==> src/rtl/selector_entry_loader.sv <==
// selector_entry_loader: packs K handshaked addresses with their arrival index into the selector entry bus.
// Optional duplicate-address detection is built when SELECTOR_LOADER_DUP_CHECK_EN is defined.
module selector_entry_loader #(
  parameter int SIZE = 16,
  parameter int K = 8,
  localparam int AW = $clog2(SIZE),
  localparam int IW = $clog2(K),
  localparam int EW = AW + IW
) (
  input  logic            clk,
  input  logic            rst,
  input  logic            start,
  input  logic            in_valid,
  output logic            in_ready,
  input  logic [AW-1:0]   in_addr,
  output logic [EW*K-1:0] packed_out,
  output logic            entries_valid,
  output logic [IW:0]     count,
  output logic            dup_err
);
  typedef enum logic [1:0] {IDLE, LOAD, DONE} state_t;
  state_t state_q, state_d;
  logic accept;
  logic last_slot;
  // start wins over a same-cycle in_valid so a restart never keeps a stray entry
  assign accept = in_valid & in_ready & ~start;
  assign last_slot = count == (IW+1)'(K-1);
  always_comb begin
    in_ready = state_q == LOAD;
    entries_valid = state_q == DONE;
    state_d = start ? LOAD : (accept && last_slot) ? DONE : state_q;
  end
  always_ff @(posedge clk) begin
    if (rst) state_q <= IDLE;
    else state_q <= state_d;
  end
  always_ff @(posedge clk) begin
    if (rst || start) begin
      packed_out <= '0;
      count <= '0;
    end else if (accept) begin
      for (int i = 0; i < K; i++)
        if (count == (IW+1)'(i)) packed_out[i*EW +: EW] <= {in_addr, count[IW-1:0]};
      count <= count + (IW+1)'(1);
    end
  end
`ifdef SELECTOR_LOADER_DUP_CHECK_EN
  logic [K-1:0] match;
  always_comb begin
    match = '0;
    for (int i = 0; i < K; i++)
      match[i] = ((IW+1)'(i) < count) && (packed_out[(i+1)*EW-1 -: AW] == in_addr);
  end
  always_ff @(posedge clk) begin
    if (rst || start) dup_err <= 1'b0;
    else if (accept && |match) dup_err <= 1'b1;
  end
`else
  assign dup_err = 1'b0;
`endif
endmodule

==> config.mk <==
export PLATFORM = sky130hd
export DESIGN_NAME = selector_entry_loader
export DESIGN_NICKNAME = d
export VERILOG_FILES = /design/src/rtl/selector_entry_loader.sv
export SDC_FILE = /design/constraint.sdc
export NUM_CORES = 1
export LEC_CHECK = 0
export CORE_UTILIZATION = 46
export CTS_CLUSTER_DIAMETER = 150
export DETAILED_ROUTE_END_ITERATION = 16
export GPL_TIMING_DRIVEN = 0
export PLACE_DENSITY = 0.87
export SLEW_MARGIN = 20
export SYNTH_ARGS = -nofsm -noshare
export SYNTH_HDL_FRONTEND = slang
export SYNTH_SLANG_ARGS = --single-unit
==> constraint.sdc <==
create_clock -name clk -period 2 [get_ports clk]
set_input_delay 0.4 -clock clk [delete_from_list [all_inputs] [get_ports clk]]
set_output_delay 0.4 -clock clk [all_outputs]
set_load 0.01 [all_outputs]
Yosys cells after proc, flatten, opt, wreduce, memory -nomap -nowiden
Cells that the tools add are included.

word-level totals
  logic and storage cells = 39
  register bits after elaboration = 62
  output and inout bits = 63

operators by class
  bitwise gates (word level) = 3
  equal/unequal tests = 9
  reductions and logical operators = 13
  add/sub/neg operators = 1
  mux-type cells = 2

operator list
  kind                                                              number
  4-bit by 3-bit == test with 1-bit output (second input constant)  4
  2-bit AND reduction                                               8
  4-bit by 2-bit == test with 1-bit output (second input constant)  2
  4-bit by 1-bit adder with 4-bit output (second input constant)    1
  4-bit by 1-bit == test with 1-bit output (second input constant)  1
  4-bit logical NOT                                                 1
  1-bit AND                                                         2
  2-bit by 1-bit == test with 1-bit output (second input constant)  1
  2-bit == test (second input constant)                             1
  1-bit 2-to-1 mux                                                  2
  2-bit nonzero test                                                1
  2-bit OR reduction                                                1
  1-bit logical AND                                                 1
  1-bit logical OR                                                  1
  1-bit NOT                                                         1

Longest topological paths before layout
Gate-level depths: netlist of run 1.

  word-level depth = 6
  gate-level depth with buffers = 5

Worst setup path after synthesis of run 1
OpenSTA, ideal clock, no wires.

  path kind = in2reg
  from = in start
  to = reg packed_out[2]
  arrival = 1.528 ns
  path buffers = 2
  library setup time = 0.116 ns
  stages = 5
  path slack = 0.357 ns
  cell sequence = nand4bb_4 -> buf_6 -> or4b_4 -> buf_6 -> and3_1

between the ends
  word-level cells in the longest chain between the ends = 3
  elaborated cells between the ends (all ways) = 4

ends and longest elaborated chain
  element                               RTL line  source
  start, declared                       12        input logic start,
  1-bit NOT                             26        assign accept = in_valid & in_ready & ~start;
  1-bit AND                             26
  2-bit AND reduction (no source line)  n/a
  end signal, assigned by index         43        if (count == (IW+1)'(i)) packed_out[i*EW +: EW] <= {in_addr, count[IW-1:0]};
  end, declared                         16        output logic [EW*K-1:0] packed_out,

Several ways; a longest one is shown, not always the timed one.
A chain may end at the register's enable or synchronous reset.

Worst setup path after layout of run 1
  from = in start
  to = reg packed_out[9]

Same word-level chain as after synthesis.

==> results of run 1 <==
logic make-up after synthesis:
logic type                 after synthesis  share of synthesized area [%]
buffers and inverters                   22                           4.78
other                                    1                          0.157
AOI/OAI and AO/OA                       11                           2.63
and+or+nand+nor                         82                           18.0
adders and majority gates                4                           2.10
muxes                                   48                           20.2
DFF                                     62                           52.1
final cells by class:
type                    instances  area, sq um
plain buffers                  17         96.3
inverters                       5         18.8
repair buffers                 69          691
fillers                       368         1460
multi-input cells             146         1030
clock inverters                 7         98.8
clock buffers                   9          124
well taps                      67         83.8
flip-flops and latches         62         1240
critical path: cells and delay by family:
| family | cells | cell delay (ps) |
|---|---|---|
| buf+inv | 3 | 790 |
| simple gates | 3 | 920 |
synthesized netlist by cell type, types with 2 or more instances:
library cell / n
o21ai_0: 2
nand2_1: 58
clkbuf_1: 8
ha_1: 4
buf_6: 3
o21a_1: 3
a21oi_1: 6
or3_2: 2
mux2i_1: 48
nand4b_1: 3
and2b_2: 2
dfxtp_1: 62
or4b_4: 2
nor2_1: 2
and3_1: 4
buf_2: 4
inv_1: 5
state kept, by name, indices dropped and copies added, names as in the netlist:
signal      count
packed_out     56
count           4
state_q         2
how the worst max path moves through the flow:
stage / startpoint / to / slack [ps] / depth (start not counted)
final: start / packed_out[9] / 110 / 6
after global routing: start / packed_out[43] / 30 / 5
after CTS: start / packed_out[43] / 3 / 5
after detailed placement: start / packed_out[3] / -340 / 5
after global placement: start / packed_out[29] / -310 / 5
after floorplan: start / packed_out[2] / 360 / 5
stage by stage:
stage,instance area (sq um),instances,TNS (ps)
3_5_place_dp,3160,366,-14280
3_3_place_gp,3160,366,-12730
4_1_cts,3380,382,0
5_1_grt,3390,382,0
6_report,3390,382,0
2_1_floorplan,2380,230,0
layer usage:
layer  wire (um)  GRT usage, %  vias up
li1            -             -      931
met1        2360          24.3      890
met2        2660          36.3       63
met3         409          7.59       10
met4          81          10.0        0
met5           0             0        -
power by group through the flow:
stage | Clock (W) | Sequential [W] | Combinational (W)
floorplan | 0 | 0.00127 | 0.0000456
global placement | 0 | 0.00127 | 0.0000808
detailed placement | 0 | 0.00127 | 0.0000816
CTS | 0.00122 | 0.00124 | 0.0000822
global route | 0.00127 | 0.00124 | 0.0000906
finish | 0.00121 | 0.00124 | 0.0000832
timing repair:
item / CTS / global route
resized for setup: 0 / 4
setup endpoints to repair: 0 / 41
endpoints found under the hold margin: 0 / 0
==> results.ini, run 1 <==
[power_and_ir_drop]
ir_drop_v = 0.000427
comb_power_share_pct = 3.3
power.leakage_nw = 1.46
p_sw_share_pct = 21.8
switchingPower_w = 0.000552
p_clk_share_pct = 47.7
pwr-share-seq_pct = 49.0
power_w = 0.00253
p_int_w = 0.00198
powerDensity_nw_per_um2 = 746

[floorplan]
core_area_sq_um = 4850
io_pins = 71
initial_core_util_pct = 49.1
dieArea_sq_um = 5470
die_x_um = 73.9
fp-row-count = 25
dieHeight_um = 73.9

[grt]
overflow = 0
grt_max_degree = 13
grt_usage_pct = 21.5
grt_pass1_wl_um = 8660
grt_pass1_vias = 1823
antenna_found_initial = 0

[layout]
finish.utilization_pct = 69.9
area_delta_synth_final_pct = 42.3
final_cell_mix = 69 x clkdlybuf4s50_1, 62 x dfxtp_1, 58 x nand2_1
nets = 322
antennaDiodeCount = 0
layout-drive-gt1-share_pct = 11.4
mostFrequentLayoutCell = clkdlybuf4s50_1

[timing]
worst_pin_slew_ps = 533
worst_slack_ps = 113
grt_setup_unrepaired = no
drv_slew = 0
fin_hold_ws_ps = 451
fmax_mhz = 530
slew_headroom_pct = 64.3
hold_viol_final = 0
final.setup_skew_ps = 10.4
fin_crit_sh_pct = 94.4
min_period_ps = 1890
setup_violations = 0

[clock_tree]
clock_sinks = 62
cts-hold-fix-buffers = 0
cts.reportedPaths.clkPinSlew_ps = 70
cts_tree = built
cts-buffers-inserted = 9
htree_levels = 3
postCtsSetupBuffers = 0
clock_path_buffers = 2
cts-root-buf = clkbuf_8
clock_latency_ps = 330

[synth]
synth_cell_types = 29
ys_warn_count = 0
synth_top_area_share_pct = 52.1
synth_area_leaders = dfxtp_1 52%, mux2i_1 20%, nand2_1 9.1%
syn_avg_cell_area_sq_um = 10.4
yosysSeqAreaShare_pct = 52.1
post-synth-top-area-cell = dfxtp_1
synthesis.nets = 242
syn_inst = 230
syn-cell-area_sq_um = 2380
synth_edf_count = 0
synthFlopType = dfxtp_1
async_flop_share_pct = 0
ys_ff_latch = 62

[worst_setup_path]
rr_worst_depth = 5
crit_type = primary input to register
worst_setup_path_end_kind = register
regToRegEndpoint = packed_out[23]
r2r-start = count[1]
cpMostUsedCell = buf_6
cpMaxStageDelayCell = or4b_4
required_ps = 2230
critPathLaunchType = primary input
path_max_fanout = 10
arrival_ps = 2110
r2r_slack_ps = 310
crit_path_cell_trace = clkdlybuf4s50_1 > nand4bb_4 > buf_6 > or4b_4 > buf_6 > and3_1
critical_path.max_stage_delay_ps = 510

[routing]
avgViaCountPerCell = 4.96
drc = 0
vias = 1894
totalWireLength_um = 5510
antenna_left = 0
routedWlPerCell_um = 14.4
drt_pass1_iterations = 4
drt-initial-drc-count = 90

[placement]
post-dp-hpwl_um = 3890
gp_congestion = 0.877
pre_cts_slack_ps = -341
io_buffers = 69

[run_status]
status = complete, no violations

[hold_path]
hp-class = register to register
hold-path-cell-count = 2
hold_end = packed_out[44]
hp-start = packed_out[44]

[run]
drv_cap = 0

Power figures use the tool's default switching activity.
==> inputs of run 2 (changes only) <==
Settings changed: ABC_AREA from default to 1, CORE_UTILIZATION 46 to 48, PLACE_DENSITY 0.87 to 0.89.
==> results.ini, run 2 <==
[layout]
antennaDiodeCount = 0  ; unchanged
largest_register_ffs = 56  ; unchanged
seq_area_sq_um = 1240  ; unchanged
area_delta_synth_final_pct = 36.9  ; was 42.3%
final_cell_mix = 121 x nor2_1, 69 x clkdlybuf4s50_1, 68 x nand2_1  ; was 69 x clkdlybuf4s50_1, 62 x dfxtp_1, 58 x nand2_1
nFillCells = 454  ; was 368
regMostFlops = packed_out  ; unchanged
top_regs = packed_out x56, count x4, state_q x2  ; unchanged
nets = 451  ; was 322
mostFrequentLayoutCell = nor2_1  ; was clkdlybuf4s50_1
layout-drive-gt1-share_pct = 9.01  ; was 11.4%
finalNonFillerCells = 514  ; was 382
multiInputGateArea_sq_um = 1200  ; was 1030 sq um

[placement]
gp_congestion = 0.826  ; was 0.877
post-dp-hpwl_um = 4390  ; was 3890 um
pre_cts_slack_ps = 11.5  ; was -341 ps
io_buffers = 69  ; unchanged
dp.cells = 499  ; was 366

[floorplan]
dieHeight_um = 75.6  ; was 73.9 um
dieArea_sq_um = 5710  ; was 5470 sq um
fp-row-count = 26  ; was 25
io_pins = 71  ; unchanged
die_x_um = 75.6  ; was 73.9 um
core_area_sq_um = 5170  ; was 4850 sq um
initial_core_util_pct = 50.2  ; was 49.1%

[routing]
avgViaCountPerCell = 4.79  ; was 4.96
drt-initial-drc-count = 103  ; was 90
antenna_left = 0  ; unchanged
totalWireLength_um = 6250  ; was 5510 um
vias = 2462  ; was 1894
drc = 0  ; unchanged
drt_pass1_iterations = 4  ; unchanged
routedWlPerCell_um = 12.1  ; was 14.4 um

[synth]
yosysSeqAreaShare_pct = 47.8  ; was 52.1%
synth_area_leaders = dfxtp_1 48%, nor2_1 17%, nand2_1 9.8%  ; was dfxtp_1 52%, mux2i_1 20%, nand2_1 9.1%
ys_ff_latch = 62  ; unchanged
synth_most_common_cell = nor2_1  ; was dfxtp_1
synthesis.nets = 372  ; was 242
ys_warn_count = 0  ; unchanged
synth_cell_types = 21  ; was 29
syn_inst = 360  ; was 230
syn_avg_cell_area_sq_um = 7.22  ; was 10.4 sq um
async_flop_share_pct = 0  ; unchanged
post-synth-top-area-cell = dfxtp_1  ; unchanged
synthTopCellsByCount = 121 x nor2_1, 68 x nand2_1, 62 x dfxtp_1  ; was 62 x dfxtp_1, 58 x nand2_1, 48 x mux2i_1
synth_edf_count = 0  ; unchanged
synth_top_area_share_pct = 47.8  ; was 52.1%
syn-cell-area_sq_um = 2600  ; was 2380 sq um
synthFlopType = dfxtp_1  ; unchanged

[clock_tree]
clock_path_buffers = 2  ; unchanged
cts-buffers-inserted = 9  ; unchanged
cts-root-buf = clkbuf_8  ; unchanged
cts_tree = built  ; unchanged
post_cts_resized = 0  ; unchanged
clock_latency_ps = 330  ; about the same
htree_levels = 3  ; unchanged
cts.reportedPaths.clkPinSlew_ps = 70  ; about the same
clock_sinks = 62  ; unchanged

[worst_setup_path]
path_max_fanout = 4  ; was 10
critPathBufInv = 2  ; was 3
worst_setup_path_end_kind = primary output  ; was register
crit_path_cell_trace = inv_2 > nor2_4 > clkdlybuf4s50_1  ; was clkdlybuf4s50_1 > nand4bb_4 > buf_6 > or4b_4 > buf_6 > and3_1
critical_path.max_stage_delay_ps = 550  ; was 510 ps
critPathLaunchType = register  ; was primary input
r2r_slack_ps = 250  ; was 310 ps
arrival_ps = 1430  ; was 2110 ps
required_ps = 1600  ; was 2230 ps
cp_top_family = buffers and inverters  ; was simple AND/OR/NAND/NOR gates
cpMaxStageDelayCell = clkdlybuf4s50_1  ; was or4b_4
crit_type = register to primary output  ; was primary input to register

[power_and_ir_drop]
power.leakage_nw = 1.37  ; was 1.46 nW
p_int_w = 0.00183  ; was 0.00198 W
switchingPower_w = 0.000558  ; was 0.000552 W
pwr-share-seq_pct = 52.0  ; was 49.0%
comb_power_share_pct = 6.1  ; was 3.3%
p_clk_share_pct = 41.9  ; was 47.7%
powerDensity_nw_per_um2 = 672  ; was 746 nW/um^2
p_sw_share_pct = 23.3  ; was 21.8%
ir_drop_v = 0.000446  ; was 0.000427 V

[timing]
fin_crit_sh_pct = 91.4  ; was 94.4%
min_period_ps = 1830  ; was 1890 ps
fmax_mhz = 547  ; was 530 MHz
hold_viol_final = 0  ; unchanged
setup_violations = 0  ; unchanged
setup_tns_ps = 0  ; unchanged
worst_slack_ps = 171  ; was 113 ps
grt_setup_unrepaired = no  ; unchanged
final.setup_skew_ps = 8.02  ; was 10.4 ps
drv_slew = 0  ; unchanged

[grt]
antenna_found_initial = 0  ; unchanged
grt_usage_pct = 24.0  ; was 21.5%
grt_max_degree = 12  ; was 13
grt_pass1_vias = 2230  ; was 1823
overflow = 0  ; unchanged
grt_pass1_wl_um = 10000  ; was 8660 um

[run]
drv_cap = 0  ; unchanged

[run_status]
status = complete, no violations  ; unchanged

[hold_path]
hp-class = register to register  ; unchanged

## run 2: changes by cell type after synthesis, moves of 5 or more
| cell | before | now |
|---|---|---|
| inv_2 | 0 | 5 |
| nor2_1 | 2 | 121 |
| mux2i_1 | 48 | 0 |
| clkbuf_1 | 8 | 2 |
| nand3_1 | 1 | 49 |
| nand2_1 | 58 | 68 |
| inv_1 | 5 | 17 |
## run 2: worst reg2reg max path: cells and delay by family, from the launching register on
kind                     cells  cell delay, ps
AND/OR/NAND/NOR              4             580
buffers and inverters        2             430
flip-flops                   1             360
adder cells (fa/ha/maj)      1             290
## run 2: power by group through the flow
stage / logic (W) / registers, W / clock network (W)
after floorplan: 0.0000913 / 0.00127 / 0
after global placement: 0.000140 / 0.00127 / 0
after detailed placement: 0.000145 / 0.00127 / 0
after CTS: 0.000146 / 0.00124 / 0.00101
after global routing: 0.000161 / 0.00124 / 0.00108
final: 0.000146 / 0.00124 / 0.00100
## run 2: cell type report
| type | instances | area share (%) |
|---|---|---|
| inverters | 22 | 2.32 |
| clock inverters | 4 | 0.563 |
| multi-input cells | 263 | 33.8 |
| repair buffers | 69 | 19.4 |
| well taps | 70 | 2.46 |
| plain buffers | 12 | 1.90 |
| flip-flops and latches | 62 | 34.9 |
| clock buffers | 12 | 4.64 |
## run 2: cell families after synthesis
logic type	count (synthesis)	share of synthesized area [%]
AOI/OAI and AO/OA	7	1.35
adders and majority gates	4	1.93
buffers and inverters	35	5.92
DFF	62	47.8
other	1	0.144
and+or+nand+nor	251	42.9
## run 2: final timing paths
check	endpoint	cells after the start	startpoint
worst max-delay path	in_ready	3	state_q[0]
worst min register to register	packed_out[16]	2	packed_out[16]
worst min-delay path	packed_out[16]	2	packed_out[16]
worst max register to register	packed_out[43]	7	count[0]
## run 2: what timing repair did
| action | in CTS | in global routing |
|---|---|---|
| buffers inserted | 0 | 0 |
| endpoints found under the setup margin | 0 | 19 |
| hold buffers | 0 | 0 |
## run 2: layer usage
layer	vias up	global-route usage [%]	wire (um)
met4	0	11.3	93
met2	89	39.7	3040
met5	-	0	0
met3	10	6.35	481
met1	1089	29.1	2630
li1	1274	-	-
## run 2: stage by stage
stage	hold WS (ps)	area [sq um]	power, W	utilization, %
after floorplan	466	2600	0.00136	-
after global placement	434	3380	0.00141	65.3
after detailed placement	437	3380	0.00142	65.3
after CTS	447	3560	0.00240	68.9
after global routing	469	3560	0.00248	68.8
final	445	3560	0.00239	68.8
==> inputs of run 3 (changes only) <==
Settings changed: CORE_MARGIN from default to 4, HOLD_SLACK_MARGIN from default to 0.03.
==> results.ini, run 3 (synthesized netlist as in run 2, its figures left out) <==
[routing]
avgViaCountPerCell = 4.94  ; was 4.79
drc = 0  ; unchanged
vias = 2537  ; was 2462
routedWlPerCell_um = 13.2  ; was 12.1 um
drt-initial-drc-count = 167  ; was 103
totalWireLength_um = 6770  ; was 6250 um
drt_pass1_iterations = 4  ; unchanged
antenna_left = 0  ; unchanged

[layout]
multiInputGateArea_sq_um = 1200  ; unchanged
nFillCells = 454  ; unchanged
area_delta_synth_final_pct = 37.5  ; was 36.9%
stdcell_area_sq_um = 3570  ; was 3560 sq um
finish.utilization_pct = 69.1  ; was 68.8%
finalNonFillerCells = 514  ; unchanged
top_regs = packed_out x56, count x4, state_q x2  ; unchanged
mostFrequentLayoutCell = nor2_1  ; unchanged
layout-drive-gt1-share_pct = 8.78  ; was 9.01%
nets = 451  ; unchanged
final_cell_mix = 121 x nor2_1, 69 x clkdlybuf4s50_1, 68 x nand2_1  ; unchanged
largest_register_ffs = 56  ; unchanged
regMostFlops = packed_out  ; unchanged
antennaDiodeCount = 0  ; unchanged
seq_area_sq_um = 1240  ; unchanged

[timing]
hold_viol_final = 0  ; unchanged
drv_slew = 0  ; unchanged
fin_crit_sh_pct = 95.1  ; was 91.4%
min_period_ps = 1900  ; was 1830 ps
grt_setup_unrepaired = no  ; unchanged
final.setup_skew_ps = 8.06  ; was 8.02 ps
fin_hold_ws_ps = 441  ; was 445 ps
fmax_mhz = 526  ; was 547 MHz
setup_violations = 0  ; unchanged

[run_status]
status = complete, no violations  ; unchanged

[placement]
place_area_sq_um = 3380  ; unchanged
post-dp-hpwl_um = 4700  ; was 4390 um
dp.cells = 499  ; unchanged
io_buffers = 69  ; unchanged
gp_congestion = 0.834  ; was 0.826

[worst_setup_path]
path_max_fanout = 3  ; was 4
arrival_ps = 1500  ; was 1430 ps
critical_path.max_stage_delay_ps = 550  ; about the same
worst_setup_path_end_kind = primary output  ; unchanged
crit_path_cell_trace = inv_1 > nor2_1 > clkdlybuf4s50_1  ; was inv_2 > nor2_4 > clkdlybuf4s50_1
cpMaxStageDelayCell = clkdlybuf4s50_1  ; unchanged
critPathLaunchType = register  ; unchanged
crit_type = register to primary output  ; unchanged
cp_top_family = buffers and inverters  ; unchanged
critPathBufInv = 2  ; unchanged
required_ps = 1600  ; about the same

[clock_tree]
clock_path_buffers = 2  ; unchanged
cts-buffers-inserted = 9  ; unchanged
cts-hold-fix-buffers = 0  ; unchanged
cts.reportedPaths.clkPinSlew_ps = 60  ; was 70 ps
htree_levels = 3  ; unchanged
cts-root-buf = clkbuf_8  ; unchanged
cts_tree = built  ; unchanged
postCtsSetupBuffers = 0  ; unchanged
clock_sinks = 62  ; unchanged
post_cts_resized = 0  ; unchanged
clock_latency_ps = 350  ; was 330 ps

[grt]
antenna_found_initial = 0  ; unchanged
grt_pass1_wl_um = 10800  ; was 10000 um
grt_pass1_vias = 2321  ; was 2230
grt_max_degree = 12  ; unchanged
overflow = 0  ; unchanged
grt_usage_pct = 22.0  ; was 24.0%

[run]
drv_cap = 0  ; unchanged

[power_and_ir_drop]
ir_drop_v = 0.000420  ; was 0.000446 V
power.leakage_nw = 1.38  ; was 1.37 nW
powerDensity_nw_per_um2 = 700  ; was 672 nW/um^2
power_w = 0.00250  ; was 0.00239 W

[floorplan]
die_x_um = 81.6  ; was 75.6 um
initial_core_util_pct = 50.2  ; unchanged
fp-row-count = 26  ; unchanged
dieHeight_um = 81.6  ; was 75.6 um
core_area_sq_um = 5170  ; unchanged
dieArea_sq_um = 6660  ; was 5710 sq um
io_pins = 71  ; unchanged

[hold_path]
hp-class = register to register  ; unchanged

-- run 3: cell types whose count changed in the layout (fill, tap and decap cells not counted), sizes merged --
cell | before | now
bufinv | 0 | 1
clkinv | 4 | 3
-- run 3: routing by layer --
| metal | routed length [um] | vias to the layer above | track usage [%] |
|---|---|---|---|
| met5 | 0 | - | 0 |
| li1 | - | 1273 | - |
| met4 | 176 | 0 | 14.3 |
| met1 | 2710 | 1149 | 25.4 |
| met2 | 3230 | 100 | 35.7 |
| met3 | 649 | 15 | 6.03 |
-- run 3: worst reg2reg max path, stage by stage, from the launching register on --
cell and delay [ps]:
dfxtp_1 370, inv_1 390, ha_1 280, inv_1 60, nor2_1 330, nand3_1 150, nand2_1 90, nor2_1 40
-- run 3: power by group --
part           switching (W)  internal, W
Combinational      0.0000964    0.0000506
Sequential        0.00000440      0.00124
Clock               0.000473     0.000637
Total               0.000573      0.00193
-- run 3: stage by stage --
| stage | setup WS [ps] | setup TNS (ps) |
|---|---|---|
| finish | 98.6 | 0 |
| detailed placement | -17.3 | -22.0 |
| global placement | 71.4 | 0 |
| CTS | 3.40 | 0 |
| floorplan | 445 | 0 |
| global route | 44.9 | 0 |
-- run 3: area by class of cell --
cell class / count / area share (%)
plain buffers: 12 / 1.89
clock inverters: 4 / 1.26
repair buffers: 69 / 19.3
inverters: 22 / 2.31
well taps: 70 / 2.45
clock buffers: 12 / 4.34
flip-flops and latches: 62 / 34.7
multi-input cells: 263 / 33.7
-- run 3: path summary, 6_finish.rpt --
kind	endpoint	slack (ps)	cells past startpoint	from
worst max register to register	packed_out[43]	200	7	count[0]
worst max-delay path	entries_valid	100	3	state_q[1]
worst min-delay path	packed_out[16]	440	2	packed_out[16]
worst min register to register	packed_out[16]	440	2	packed_out[16]
